<file path="config.mk">
export PLATFORM = sky130hd
export DESIGN_NAME = alu_arbiter
export DESIGN_NICKNAME = d
export VERILOG_FILES = /design/src/rtl/alu_arbiter.sv
export SDC_FILE = /design/constraint.sdc
export NUM_CORES = 1
export LEC_CHECK = 0
export ABC_AREA = 1
export CORE_MARGIN = 1.5
export CORE_UTILIZATION = 25
export CTS_CLUSTER_DIAMETER = 200
export DETAILED_ROUTE_END_ITERATION = 16
export PLACE_DENSITY_LB_ADDON = 0.05
export SLEW_MARGIN = 20
export SYNTH_ARGS = -nofsm -noshare
export SYNTH_HDL_FRONTEND = slang
export SYNTH_SLANG_ARGS = --single-unit
</file>
<file path="constraint.sdc">
create_clock -name clk -period 1.8 [get_ports clk]
set_input_delay 0.18 -clock clk [delete_from_list [all_inputs] [get_ports clk]]
set_output_delay 0.18 -clock clk [all_outputs]
set_load 0.02 [all_outputs]
</file>
<file path="src/rtl/alu_arbiter.sv">
// alu_arbiter: round-robin sharing of one combinational ALU between NREQ requesters, 2-cycle latency.
// Optional ALU_ARB_LOCK_EN lets a granted requester hold the ALU for up to LOCK_MAX transfers.
module alu_arbiter #(
    parameter int NREQ = 2,
    parameter int BUS = 4,
    parameter int LOCK_MAX = 4
) (
    input  logic                clk,
    input  logic                rst,
    input  logic [NREQ-1:0]     req_valid,
    output logic [NREQ-1:0]     req_ready,
    input  logic [NREQ*BUS-1:0] req_opa,
    input  logic [NREQ*BUS-1:0] req_opb,
    input  logic [NREQ*2-1:0]   req_funtype,
    input  logic [NREQ*2-1:0]   req_funcode,
    input  logic [NREQ*2-1:0]   req_kernelsel,
    input  logic [NREQ-1:0]     req_lock,
    output logic [BUS-1:0]      alu_opa,
    output logic [BUS-1:0]      alu_opb,
    output logic [1:0]          alu_kernelsel,
    output logic [1:0]          alu_funtype,
    output logic [1:0]          alu_funcode,
    input  logic [BUS-1:0]      alu_result,
    input  logic [3:0]          alu_cpsr,
    output logic [NREQ-1:0]     rsp_valid,
    output logic [BUS-1:0]      rsp_result,
    output logic [3:0]          rsp_cpsr,
    output logic                busy
);
    logic [1:0] ptr, gi, pos, nxt, iss_id;
    logic [3:0] vld;
    logic       found, xfer, iss_v;

    assign vld = 4'(req_valid);
`ifdef ALU_ARB_LOCK_EN
    logic       lock_act;
    logic [1:0] owner;
    logic [7:0] cnt;
    logic [3:0] lk;
    assign lk = 4'(req_lock);
`else
    logic unused_lock;
    assign unused_lock = ^req_lock ^ (LOCK_MAX > 0);
`endif

    always_comb begin
        found = 1'b0;
        gi = '0;
        pos = '0;
        for (int k = 0; k < NREQ; k++) begin
            pos = 2'((int'(ptr) + k) % NREQ);
            if (!found && vld[pos]) begin
                found = 1'b1;
                gi = pos;
            end
        end
`ifdef ALU_ARB_LOCK_EN
        if (lock_act && vld[owner] && lk[owner]) begin
            found = 1'b1;
            gi = owner;
        end
`endif
        req_ready = (found && !rst) ? NREQ'(1) << gi : '0;
    end

    assign xfer = |req_ready;
    assign nxt = 2'((int'(gi) + 1) % NREQ);
    assign busy = iss_v | (|rsp_valid);

    always_ff @(posedge clk) begin
        if (rst) begin
            ptr <= '0;
            iss_v <= 1'b0;
            iss_id <= '0;
            alu_opa <= '0;
            alu_opb <= '0;
            alu_kernelsel <= '0;
            alu_funtype <= '0;
            alu_funcode <= '0;
            rsp_valid <= '0;
            rsp_result <= '0;
            rsp_cpsr <= '0;
`ifdef ALU_ARB_LOCK_EN
            lock_act <= 1'b0;
            owner <= '0;
            cnt <= '0;
`endif
        end else begin
            iss_v <= xfer;
            if (xfer) begin
                iss_id <= gi;
                alu_opa <= req_opa[gi*BUS +: BUS];
                alu_opb <= req_opb[gi*BUS +: BUS];
                alu_kernelsel <= req_kernelsel[gi*2 +: 2];
                alu_funtype <= req_funtype[gi*2 +: 2];
                alu_funcode <= req_funcode[gi*2 +: 2];
            end
            rsp_valid <= iss_v ? NREQ'(1) << iss_id : '0;
            if (iss_v) begin
                rsp_result <= alu_result;
                rsp_cpsr <= alu_cpsr;
            end
`ifdef ALU_ARB_LOCK_EN
            // a locked transfer keeps the pointer; the LOCK_MAX-th one releases and advances it
            if (xfer && lk[gi] && int'(cnt) + 1 < LOCK_MAX) begin
                lock_act <= 1'b1;
                owner <= gi;
                cnt <= cnt + 8'd1;
            end else begin
                lock_act <= 1'b0;
                cnt <= '0;
                if (xfer) ptr <= nxt;
            end
`else
            if (xfer) ptr <= nxt;
`endif
        end
    end
endmodule

</file>
==> flow_summary.ini <==
[layout]
post-route-util_pct = 43.3
mostFrequentLayoutCells = 64 x clkdlybuf4s50_1, 52 x nor2_1, 31 x nand2_1
final_area_mm2 = 0.00203
nets = 296
syn_to_final_growth_pct = 66.9
final_common_cell = clkdlybuf4s50_1
diodes = 0
drive_gt1_share_pct = 12.6
nFillCells = 506

[sta]
finalCritPeriodShare_pct = 92.1
report.final.slew_viol_count = 0
rsz0062_at_grt = no
setup_violations = 0
final.min_clock_period_ns = 1.66
worstMarginPinSlew_ns = 0.245
hold_violations = 0
skew_ns = 0.00418
fmax_mhz = 603
maxSlewHeadroom_pct = 83.7

[min_path]
holdPathEnd = rsp_valid[0]
hold_start = iss_id[0]
hp-class = register to register
hold-path-cell-count = 1

[placed_design]
place_area_mm2 = 0.00199
gp_congestion = 0.705
hpwlAfterDp_um = 2500
io_buffers = 66

[setup_path]
worst-path-buf-inv = 2
cp-start-kind = register
cp_cell_sequence = inv_1 -> nand2_1 -> clkdlybuf4s50_1
r2r_end = alu_funtype[1]
slowest_delay_ns = 0.59
cp_max_fo = 9
rrSetupSlack_ns = 0.64
crit_start = iss_v
ff2ff_path_depth = 8
cp-end-kind = primary output
cp.required_ns = 1.62
cpLargestDelayFamily = buffers and inverters
slowest_stage = clkdlybuf4s50_1
crit_type = register to primary output
crit_arrival_ns = 1.48
r2r_start = ptr[0]

[logic_synthesis]
synth_area_per_cell_um2 = 6.79
synthSimpleGateAreaFrac_pct = 40.0
synth-xor-area-share_pct = 0
synth_top_family_by_area = simple AND/OR/NAND/NOR gates
synth_cells = 179
synth_fp_nets = 221
syn_area_mm2 = 0.00122
yosys_warnings = 0
synth_seq_cells = 27
yosys-mux-area-fraction_pct = 0
synth_compound_area_share_pct = 4.84
synthAdderAreaFrac_pct = 0
seq_area_frac_synth_pct = 44.4
synth.distinct_cells = 19

[power_and_ir_drop]
p_switching_mw = 0.393
vdd_drop_max_v = 0.000284
p_clk_share_pct = 23.9
internal_power_mw = 1.01
comb_power_share_pct = 28.7
sequentialPowerShare_pct = 47.3
powerDensity_mw_per_mm2 = 693
p_leak_nw = 0.946
switching_share_pct = 27.9

[clocking]
root_buffer = clkbuf_8
holdBufCountCts = 0
cts.sinks = 27
tritoncts = built
clockBufferDepth = 2
clk_latency_ns = 0.26
htreeDepth = 1
cts_setup_buffers = 0
ctsResizeCount = 2
cts_buffers = 3
cts.reportedPaths.clkPinSlew_ns = 0.09

[floorplanning]
die_area_mm2 = 0.00529
die-width_um = 72.7
die_h_um = 72.7
num_io_pins = 69
core.rowCount = 25
core_mm2 = 0.00469
start_util_pct = 25.9

[global_route]
antenna_found_initial = 0
grt-ovfl-total = 0
grt_max_degree = 15
grt_pass1_wl_um = 5630
grt_pass1_vias = 1219
grtUsageTotal_pct = 13.5

[flow_run]
maxCapViolCount = 0

[detailed_routing]
drt_iter0_drc = 25
ant_nets = 0
via_per_inst = 4.14
drcViolationCount = 0
wire_per_inst_um = 10.9
routed_wl_um = 3340
dr.pass1.iters = 4
vias = 1272

[run_status]
status = completed
==> registers in the layout (all words and copies together) (netlist names), 2 cells and up <==
register / flops
alu_opb: 4
rsp_valid: 2
alu_opa: 4
rsp_result: 4
alu_funcode: 2
rsp_cpsr: 4
alu_kernelsel: 2
alu_funtype: 2
==> kinds of logic (layout without fill, tap and decap cells) <==
| family | after synthesis | in the layout |
|---|---|---|
| AND/OR/NAND/NOR | 112 | 112 |
| AO/OA/AOI/OAI | 11 | 11 |
| buffers and inverters | 29 | 103 |
| flip-flops | 27 | 27 |
==> cells in the mapped netlist <==
master	n	area (um^2)
nor2_1	52	195
nand2_1	31	116
dfxtp_1	27	541
inv_1	19	71.3
nand3_1	12	60.1
nor2_2	10	62.6
o21ai_0	10	50.1
buf_4	3	22.5
buf_2	2	10.0
clkbuf_1	2	7.51
nand2_2	2	12.5
nand4_1	2	12.5
buf_1	1	3.75
buf_6	1	11.3
inv_2	1	3.75
nand2_4	1	11.3
nor2_4	1	11.3
nor3_1	1	5.00
o21ai_2	1	8.76
==> through the flow <==
step / power, mW / setup TNS (ns) / cells / hold WS (ns) / worst slack [ns]
floorplan: 0.870 / 0 / 179 / 0.315 / 0.752
global placement: 1.09 / -0.0847 / 303 / 0.408 / -0.0436
detailed placement: 1.09 / -0.110 / 303 / 0.413 / -0.0630
CTS: 1.44 / 0 / 307 / 0.426 / 0.0951
global route: 1.50 / 0 / 307 / 0.457 / 0.0292
finish: 1.41 / 0 / 307 / 0.422 / 0.142
==> final cells by class <==
type                    count  area [um^2]  area share [%]
well taps                  54         67.6            3.33
inverters                  20         75.1            3.70
flip-flops and latches     27          541            26.6
clock buffers               4         45.0            2.22
repair buffers             79          756            37.2
multi-input cells         123          546            26.9
==> routing by layer <==
layer / wire [um] / vias up / GRT usage (%) / part of all wire [%]
li1: - / 685 / - / -
met1: 1470 / 550 / 16.5 / 44
met2: 1590 / 35 / 23.8 / 48
met3: 251 / 2 / 3.18 / 7.5
met4: 27 / 0 / 3.77 / 0.81
met5: 0 / - / 0 / 0
==> worst max-delay path by stage <==
stage                     cells past startpoint      endpoint
after floorplan                               3          busy
after global placement                        6  req_ready[0]
after detailed placement                      6  req_ready[0]
after CTS                                     3          busy
after global routing                          3          busy
final                                         3          busy
==> power by group through the flow <==
stage | clock, mW | combinational [mW] | sequential, mW
after CTS | 0.360 | 0.409 | 0.667
final | 0.337 | 0.404 | 0.666
after global placement | 0 | 0.410 | 0.681
after detailed placement | 0 | 0.409 | 0.680
after global routing | 0.381 | 0.446 | 0.671
after floorplan | 0 | 0.144 | 0.727
(Power assumes the default switching activity.)
